## config.mk

```make
export PLATFORM = sky130hd
export DESIGN_NAME = debug_unit_dump_ctrl
export DESIGN_NICKNAME = d
export VERILOG_FILES = /design/src/rtl/debug_unit_dump_ctrl.sv
export SDC_FILE = /design/constraint.sdc
export NUM_CORES = 1
export LEC_CHECK = 0
export ABC_AREA = 0
export BUFFER_PORTS_ARGS = -buffer_cell sky130_fd_sc_hd__buf_2
export CORE_MARGIN = 2
export CORE_UTILIZATION = 43
export DETAILED_ROUTE_END_ITERATION = 8
export PLACE_DENSITY = 0.72
export SYNTH_ARGS = -nofsm -noshare
export SYNTH_HDL_FRONTEND = slang
export SYNTH_SLANG_ARGS = --single-unit
```

## constraint.sdc

```tcl
create_clock -name i_clock -period 5.8 [get_ports i_clock]
set_input_delay 1.16 -clock i_clock [delete_from_list [all_inputs] [get_ports i_clock]]
set_output_delay 1.16 -clock i_clock [all_outputs]
set_load 0.01 [all_outputs]
```

## src/rtl/debug_unit_dump_ctrl.sv

```systemverilog
// Debug-unit state dump sequencer: streams status, PC, register file and the
// low data-memory words over the UART TX start/done handshake, MSB byte first.
module debug_unit_dump_ctrl #(
    parameter int N_BITS          = 8,
    parameter int N_BITS_INSTR    = 32,
    parameter int N_BITS_REG      = 5,
    parameter int N_REGS          = 32,
    parameter int N_BITS_MEM_ADDR = 5,
    parameter int N_MEM_WORDS     = 32,
    parameter int NB_STATE        = 3
) (
    input  logic                       i_clock,
    input  logic                       i_reset,
    input  logic                       i_dump_request,
    input  logic                       i_program_done,
    input  logic [N_BITS_INSTR-1:0]    i_pc,
    output logic [N_BITS_REG-1:0]      o_reg_addr,
    input  logic [N_BITS_INSTR-1:0]    i_reg_data,
    output logic [N_BITS_MEM_ADDR-1:0] o_mem_addr,
    input  logic [N_BITS_INSTR-1:0]    i_mem_data,
    output logic [N_BITS-1:0]          o_tx_data,
    output logic                       o_tx_start,
    input  logic                       i_tx_done,
    output logic                       o_busy,
    output logic                       o_dump_done,
    output logic [NB_STATE-1:0]        o_state
);

    localparam int MAX_ITEMS = (N_REGS > N_MEM_WORDS) ? N_REGS : N_MEM_WORDS;
    localparam int IDX_W     = (MAX_ITEMS > 1) ? $clog2(MAX_ITEMS) : 1;
    localparam logic [IDX_W-1:0] REG_LAST = IDX_W'(N_REGS - 1);
    localparam logic [IDX_W-1:0] MEM_LAST = IDX_W'(N_MEM_WORDS - 1);

    typedef enum logic [NB_STATE-1:0] {
        IDLE  = NB_STATE'(0),
        FETCH = NB_STATE'(1),
        LATCH = NB_STATE'(2),
        SEND  = NB_STATE'(3),
        WAIT  = NB_STATE'(4),
        DONE  = NB_STATE'(5)
    } state_e;

    typedef enum logic [1:0] {
        SEC_STATUS = 2'd0,
        SEC_PC     = 2'd1,
        SEC_REGS   = 2'd2,
        SEC_MEM    = 2'd3
    } section_e;

    state_e                     state_q,      state_d;
    section_e                   section_q,    section_d;
    logic [N_BITS_INSTR-1:0]    word_buf_q,   word_buf_d;
    logic [2:0]                 bytes_left_q, bytes_left_d;
    logic [IDX_W-1:0]           idx_q,        idx_d;
    logic [N_BITS_REG-1:0]      reg_addr_q,   reg_addr_d;
    logic [N_BITS_MEM_ADDR-1:0] mem_addr_q,   mem_addr_d;
    logic [IDX_W-1:0]           idx_next;

    assign idx_next = idx_q + 1'b1;

    always_ff @(posedge i_clock or negedge i_reset) begin
        if (!i_reset) begin
            state_q      <= IDLE;
            section_q    <= SEC_STATUS;
            word_buf_q   <= '0;
            bytes_left_q <= '0;
            idx_q        <= '0;
            reg_addr_q   <= '0;
            mem_addr_q   <= '0;
        end else begin
            state_q      <= state_d;
            section_q    <= section_d;
            word_buf_q   <= word_buf_d;
            bytes_left_q <= bytes_left_d;
            idx_q        <= idx_d;
            reg_addr_q   <= reg_addr_d;
            mem_addr_q   <= mem_addr_d;
        end
    end

    // The read address moves on the WAIT->FETCH edge, so a synchronous-read
    // RAM has its data ready by the time LATCH samples it.
    always_comb begin
        state_d      = state_q;
        section_d    = section_q;
        word_buf_d   = word_buf_q;
        bytes_left_d = bytes_left_q;
        idx_d        = idx_q;
        reg_addr_d   = reg_addr_q;
        mem_addr_d   = mem_addr_q;

        case (state_q)
            IDLE: begin
                if (i_dump_request) begin
                    word_buf_d   = {{(N_BITS-1){1'b0}}, i_program_done,
                                    {(N_BITS_INSTR-N_BITS){1'b0}}};
                    section_d    = SEC_STATUS;
                    bytes_left_d = 3'd1;
                    idx_d        = '0;
                    state_d      = SEND;
                end
            end
            SEND: state_d = WAIT;
            WAIT: begin
                if (i_tx_done) begin
                    word_buf_d   = word_buf_q << N_BITS;
                    bytes_left_d = bytes_left_q - 3'd1;
                    state_d      = FETCH;
                    if (bytes_left_q != 3'd1) begin
                        state_d = SEND;
                    end else begin
                        case (section_q)
                            SEC_STATUS: section_d = SEC_PC;
                            SEC_PC: begin
                                section_d  = SEC_REGS;
                                idx_d      = '0;
                                reg_addr_d = '0;
                            end
                            SEC_REGS: begin
                                if (idx_q == REG_LAST) begin
                                    section_d  = SEC_MEM;
                                    idx_d      = '0;
                                    mem_addr_d = '0;
                                end else begin
                                    idx_d      = idx_next;
                                    reg_addr_d = N_BITS_REG'(idx_next);
                                end
                            end
                            default: begin
                                if (idx_q == MEM_LAST) begin
                                    state_d = DONE;
                                end else begin
                                    idx_d      = idx_next;
                                    mem_addr_d = N_BITS_MEM_ADDR'(idx_next);
                                end
                            end
                        endcase
                    end
                end
            end
            FETCH: state_d = LATCH;
            LATCH: begin
                case (section_q)
                    SEC_REGS: word_buf_d = i_reg_data;
                    SEC_MEM:  word_buf_d = i_mem_data;
                    default:  word_buf_d = i_pc;
                endcase
                bytes_left_d = 3'd4;
                state_d      = SEND;
            end
            DONE:    state_d = IDLE;
            default: state_d = IDLE;
        endcase
    end

    assign o_tx_data   = word_buf_q[N_BITS_INSTR-1 -: N_BITS];
    assign o_tx_start  = (state_q == SEND);
    assign o_busy      = (state_q != IDLE);
    assign o_dump_done = (state_q == DONE);
    assign o_state     = state_q;
    assign o_reg_addr  = reg_addr_q;
    assign o_mem_addr  = mem_addr_q;

endmodule

```

==> impl_metrics.toml, run 1 <==
[sta]
worst-slew-pin-transition_ps = 1140
finalCriticalPeriod_ps = 2551
hold_viol = 0
fin_skew_ps = 11.39
setup_violations = 0
slew_headroom = 0.2393
timing.final.ws_setup_ps = 3249
final_cycle_utilization_of_the_critical_path = 0.4398
max_freq_ghz = 0.3921
final_max_slew_viol_count = 0
timing.setup.tns_ps = 0
fin_worst_hold_slack_ps = 484.4
rsz0062_at_grt = "false"

[synth]
synth.avg_cell_area_um2 = 9.240
seq_area_frac_synth = 0.4244
yosysTopAreaCellShare = 0.4244
synthesis.instances = 351
postSynthNetCount = 461
number_of_flops_mapped_to_enable_cells_by_yosys = 0
synth_flop_cell = "sky130_fd_sc_hd__dfrtp_1"
synth-seq-cells = 55
ys.warnings.count = 0
synth_area_leaders = "sky130_fd_sc_hd__dfrtp_1, sky130_fd_sc_hd__a22o_1, sky130_fd_sc_hd__a2bb2oi_1"
syn_area_um2 = 3243
synth.distinct_cells = 46
netlist.top_cell.by_area = "sky130_fd_sc_hd__dfrtp_1"
asyncSetResetFlopFracSynth = 1.000

[critical_path]
worstPathArrival_ps = 2750
worst_path_largest_cell_delay_ps = 730
worst_ep_required_ps = 6000
timing.critical_path.from_type = "flip-flop"
cp_max_fo = 43
r2r_slack_ps = 3250
timing.critical_path.cells = "inv_1 > ha_2 > nor3b_1 > nor4b_2 > or2_1 > mux2_1"
critPathSlowestCell = "sky130_fd_sc_hd__ha_2"
timing.setup.critical_path_class = "reg2reg"
timing.critical_path.to_type = "flip-flop"

[cells_and_area]
stdcell_count = 549
drive_gt1_frac = 0.3267
mostFrequentLayoutCells = "sky130_fd_sc_hd__buf_2, sky130_fd_sc_hd__dfrtp_1, sky130_fd_sc_hd__nand2_1, sky130_fd_sc_hd__a21oi_1, sky130_fd_sc_hd__a22o_1"
most_common_library_cell_in_the_layout_ignoring_fill_and_taps = "sky130_fd_sc_hd__buf_2"
flow.area_growth_from_synthesis_pct = 21.84
final_core_utilization = 0.5419
nets = 559
layout.cell_area.non_filler_um2 = 3951
n_antenna_cell = 0
fillCellCount = 710

[cts]
holdBufCountCts = 0
cts_root_buf = "sky130_fd_sc_hd__clkbuf_8"
clkLatencyLatePin_ps = 310
ctsLongestPathBuffers = 2
clock_sink_count = 55
post_cts.resized_instances = 0
cts.clk_slew.worst_paths_ps = 100
cts_made_buffers = 5
clock_h_tree_levels = 2
post_cts.repair.setup_buffers = 0
tritoncts = "built"

[global_route]
grt.overflow.total = 0
grt_start_max_net_pins = 61
grt_first_pass_wirelength_um = 12770
via_count_of_the_first_global_routing_pass = 2700
gr-usage-all-layers = 0.1877
antenna_violations_before_repair = 0

[route]
drt_pass1_iterations = 4
routed_via_density = 5.291
drt_wirelength_um = 8014
vias = 2905
drc_errors = 0
drt.antenna.violating_nets = 0
drt_iter0_drc = 136
avgRoutedWirePerCell_um = 14.60

[placed_design]
dpl_cell_area_um2 = 3836
placed_cells = 541
detailed_place_hpwl_um = 5621
dpl_worst_slack_ps = 3008
port_buffers = 124
gpl.final_weighted_congestion = 0.8014

[floorplan]
initial_utilization = 0.4447
chip_height_um = 90.85
die_width_um = 90.85
number_of_rows_in_the_core_area = 31
die_area_um2 = 8253
core_um2 = 7292
ios = 125

[pwr]
power.density_cell_area_nw_per_um2 = 382.3
fin_total_pwr_mw = 1.511
total_leakage_power_nw = 1.956
ir_drop_mv = 0.1639

[flow_run]
cap_viol_max_count = 0

[worst_hold_path]
timing.hold.worst.class = "reg2reg"

[run_status]
run_status = "finished, final reports clean"
[cell usage after synthesis, types with 2 or more instances]
library cell	n
sky130_fd_sc_hd__a21o_1	2
sky130_fd_sc_hd__a21oi_1	36
sky130_fd_sc_hd__a22o_1	32
sky130_fd_sc_hd__a2bb2oi_1	24
sky130_fd_sc_hd__and3_1	3
sky130_fd_sc_hd__buf_2	11
sky130_fd_sc_hd__buf_4	8
sky130_fd_sc_hd__clkbuf_1	16
sky130_fd_sc_hd__dfrtp_1	55
sky130_fd_sc_hd__ha_1	9
sky130_fd_sc_hd__inv_1	13
sky130_fd_sc_hd__mux2_1	2
sky130_fd_sc_hd__mux2_2	4
sky130_fd_sc_hd__mux2i_1	3
sky130_fd_sc_hd__nand2_1	46
sky130_fd_sc_hd__nand3_1	4
sky130_fd_sc_hd__nand3b_1	2
sky130_fd_sc_hd__nor2_1	6
sky130_fd_sc_hd__nor2b_1	4
sky130_fd_sc_hd__nor3b_1	2
sky130_fd_sc_hd__nor4_1	2
sky130_fd_sc_hd__o21ai_0	24
sky130_fd_sc_hd__o21ai_1	13
sky130_fd_sc_hd__o21bai_1	2
sky130_fd_sc_hd__o22ai_1	2
sky130_fd_sc_hd__o31ai_1	4
sky130_fd_sc_hd__or3b_1	2
sky130_fd_sc_hd__xor2_1	2
[per-layer routing]
metal	track usage	vias up	part of all wire
li1	-	1464	-
met1	0.2660	1335	0.48
met4	0.03788	0	0.0050
met5	0	-	0
met2	0.3029	104	0.45
met3	0.03422	2	0.062
[cell type report]
type / instances / area (um2) / share of cell area
timing repair buffer: 127 / 643.1 / 0.1628
inverter: 13 / 48.80 / 0.01235
clock inverter: 3 / 46.29 / 0.01172
sequential: 55 / 1376 / 0.3483
multi-input combinational: 247 / 1644 / 0.4161
tap: 99 / 123.9 / 0.03135
clock buffer: 5 / 68.82 / 0.01742
[cells by family (layout without fill, tap and decap cells)]
logic type	count (synthesis)	count (layout)	share of synthesized area
AO/OA/AOI/OAI	146	146	0.3063
AND/OR/NAND/NOR	80	80	0.1219
flip-flops	55	55	0.4244
buffers and inverters	49	148	0.07253
multiplexers	10	10	0.03472
adder cells (fa/ha/maj)	9	9	0.03472
XOR/XNOR	2	2	0.005402
[state kept, by name, summed over array words and instances (netlist names)]
name          cells
word_buf_q       32
o_mem_addr        5
bytes_left_q      3
section_q         2
o_state           3
o_reg_addr        5
idx_q             5
[worst max-delay path, delay by kind of cell, from the launching register on]
family	cells	cell delay, ps
simple gates	3	790
fa+ha+maj	1	730
flops	1	430
mux	1	350
buf+inv	1	100
[path summary, 6_finish.rpt]
kind	start	to	depth (start not counted)
setup / recovery	section_q[0]	idx_q[3]	6
hold / removal	bytes_left_q[1]	bytes_left_q[1]	2
setup reg to reg	section_q[0]	idx_q[3]	6
hold reg to reg	bytes_left_q[1]	bytes_left_q[1]	2
max in group asynchronous	i_reset	word_buf_q[11]	2
min in group asynchronous	i_reset	o_reg_addr[3]	2
[power breakdown]
group	switching [mW]	internal [mW]
clock	0.132	0.130
combinational	0.363	0.278
sequential	0.0993	0.508
total	0.595	0.916
Note: power is estimated with default switching activity, not from simulation.
==> run 2: changes to the inputs <==
Settings changed: ABC_AREA 0 to 1, PLACE_DENSITY 0.72 to 0.73.
Clock period 5.8 ns to 2.2 ns, I/O delays scaled along.
==> run 2 against run 1 <==
  * Fmax grew 46%
  * Sequential cell count is the same
  * Register-to-register slack lost 2800 ps
  * Setup slack lost 2800 ps
  * Routed wire length grew 9.1%
  * Hold slack lost 430 ps
  * Clock power grew to 2.6 times the previous value
  * Synthesized area grew 8.2%
==> impl_metrics.toml, run 2 <==
[run_status]
run_status = "finished, final reports clean"

[cells_and_area]
flow.area_growth_from_synthesis_pct = 21.47
nets = 739
final_core_utilization = 0.5458
multiInputGateArea_um2 = 1846
n_antenna_cell = 0
mostFrequentLayoutCells = "sky130_fd_sc_hd__nand2_1, sky130_fd_sc_hd__buf_2, sky130_fd_sc_hd__dfrtp_1, sky130_fd_sc_hd__nand3_1, sky130_fd_sc_hd__inv_1"
most_common_library_cell_in_the_layout_ignoring_fill_and_taps = "sky130_fd_sc_hd__nand2_1"
drive_gt1_frac = 0.2571
fillCellCount = 766
seqCellArea_um2 = 1376
top_register = "word_buf_q"
largest_register_ffs = 32

[cts]
post_cts.resized_instances = 0
cts.clk_slew.worst_paths_ps = 100
cts_made_buffers = 5
post_cts.repair.setup_buffers = 0
cts_root_buf = "sky130_fd_sc_hd__clkbuf_8"
clock_sink_count = 55
holdBufCountCts = 0
clkLatencyLatePin_ps = 300
tritoncts = "built"
ctsLongestPathBuffers = 2
clock_h_tree_levels = 2

[sta]
rsz0062_at_grt = "false"
slew_headroom = 0.7111
hold_viol = 0
setup_violations = 0
fin_skew_ps = 8.423
final_cycle_utilization_of_the_critical_path = 0.7939
max_freq_ghz = 0.5726
finalCriticalPeriod_ps = 1747
timing.final.ws_setup_ps = 453.4
final_max_slew_viol_count = 0
timing.setup.tns_ps = 0
worst-slew-pin-transition_ps = 433.3

[critical_path]
timing.critical_path.to_type = "flip-flop"
worst_r2r_endpoint = "idx_q[1]"
worst_ep_required_ps = 2400
worstPathArrival_ps = 1940
reg2reg_from = "idx_q[0]"
timing.critical_path.from_type = "flip-flop"
r2r_slack_ps = 450
cp_max_fo = 6
depth_of_the_most_critical_reg_to_reg_path = 10
timing.setup.critical_path_class = "reg2reg"

[route]
drt_iter0_drc = 199
drc_errors = 0
routed_via_density = 4.873
avgRoutedWirePerCell_um = 11.95
vias = 3567
drt.antenna.violating_nets = 0
drt_wirelength_um = 8747
drt_pass1_iterations = 4

[synth]
synthesis.instances = 517
adder_cell_area_share_of_the_yosys_netlist = 0.03210
synth_flop_cell = "sky130_fd_sc_hd__dfrtp_1"
synth-seq-cells = 55
synthSimpleGateAreaFrac = 0.4340
synth_area_leaders = "sky130_fd_sc_hd__dfrtp_1, sky130_fd_sc_hd__nand2_1, sky130_fd_sc_hd__nand3_1"
synthMostInstantiatedCell = "sky130_fd_sc_hd__nand2_1"
netlist.top_cell.by_area = "sky130_fd_sc_hd__dfrtp_1"
postSynthNetCount = 627
synth_compound_area_frac = 0.05492
syn_area_um2 = 3508
synth.avg_cell_area_um2 = 6.786
yosysTopAreaCellShare = 0.3923
seq_area_frac_synth = 0.3923
number_of_flops_mapped_to_enable_cells_by_yosys = 0
asyncSetResetFlopFracSynth = 1.000
yosys-mux-area-fraction = 0
ys.warnings.count = 0
synthTopCellsByCount = "sky130_fd_sc_hd__nand2_1, sky130_fd_sc_hd__dfrtp_1, sky130_fd_sc_hd__nand3_1"
synth.distinct_cells = 30
synth_top_family_by_area = "simple AND/OR/NAND/NOR gates"
yosys.area_share.xor_xnor = 0.004993

[flow_run]
cap_viol_max_count = 0

[pwr]
ir_drop_mv = 0.8057
fin_total_pwr_mw = 3.865
total_leakage_power_nw = 2.500
power.density_cell_area_nw_per_um2 = 906.9

[floorplan]
number_of_rows_in_the_core_area = 32
chip_height_um = 94.33
core_um2 = 7807
die_area_um2 = 8897
die_width_um = 94.33
initial_utilization = 0.4494
ios = 125

[global_route]
grt.overflow.total = 0
via_count_of_the_first_global_routing_pass = 3362
antenna_violations_before_repair = 0
gr-usage-all-layers = 0.2041
grt_start_max_net_pins = 29
grt_first_pass_wirelength_um = 14780

[placed_design]
detailed_place_hpwl_um = 6661
dpl_worst_slack_ps = 499.8
gpl.final_weighted_congestion = 0.8919
port_buffers = 124

[worst_hold_path]
timing.hold.worst.class = "in2async"
==> run 2: metal layers <==
metal / wire, um / track usage
met5: 0 / 0
met4: 40 / 0.03623
met3: 559 / 0.03291
met2: 4085 / 0.3571
met1: 4061 / 0.2703
==> run 2: area by class of cell <==
type                            count  share of cell area
Clock inverter                      2            0.008221
Clock buffer                        6             0.01938
Timing Repair Buffer              135              0.1650
Sequential cell                    55              0.3230
Inverter                           23             0.02143
Tap cell                          102             0.02995
Multi-Input combinational cell    409              0.4331
==> run 2: how the worst max path moves through the flow <==
stage / from / slack (ps) / end
after floorplan: idx_q[0] / 650 / idx_q[0]
after global placement: idx_q[0] / 550 / idx_q[0]
after detailed placement: idx_q[0] / 500 / idx_q[2]
after CTS: o_state[2] / 450 / o_dump_done
after global routing: idx_q[0] / 250 / o_mem_addr[1]
final: idx_q[0] / 450 / idx_q[1]
==> run 2: cells by family (layout without fill, tap and decap cells) <==
logic type,Yosys count,in the layout
compound gates,31,31
buf+inv,53,166
flops,55,55
simple gates,367,367
xor+xnor,2,2
fa+ha+maj,9,9
==> run 2: critical path, cell delays in order, from the launching register on <==
cell,delay [ps]
sky130_fd_sc_hd__dfrtp_1,450
sky130_fd_sc_hd__ha_1,250
sky130_fd_sc_hd__nand2_1,70
sky130_fd_sc_hd__nor2_1,50
sky130_fd_sc_hd__ha_1,210
sky130_fd_sc_hd__nand2_1,90
sky130_fd_sc_hd__nor2_1,60
sky130_fd_sc_hd__nor2_2,210
sky130_fd_sc_hd__nand2_2,120
sky130_fd_sc_hd__nand2_1,80
sky130_fd_sc_hd__nand2_1,50
==> run 2: through the flow <==
stage                     hold slack, ps  std cells  area, um2
after floorplan                    144.4        517       3508
after global routing               82.16        732       4262
after CTS                          72.27        732       4262
after detailed placement           408.5        724       4144
final                              59.09        732       4262
after global placement             401.4        724       4144
==> run 2: power breakdown <==
part,internal (mW),switching (mW),total [mW],leakage [nW]
clock,0.369,0.317,0.685,0.0612
sequential,1.28,0.212,1.49,0.738
combinational,0.592,1.10,1.69,1.70
total,2.24,1.63,3.86,2.50
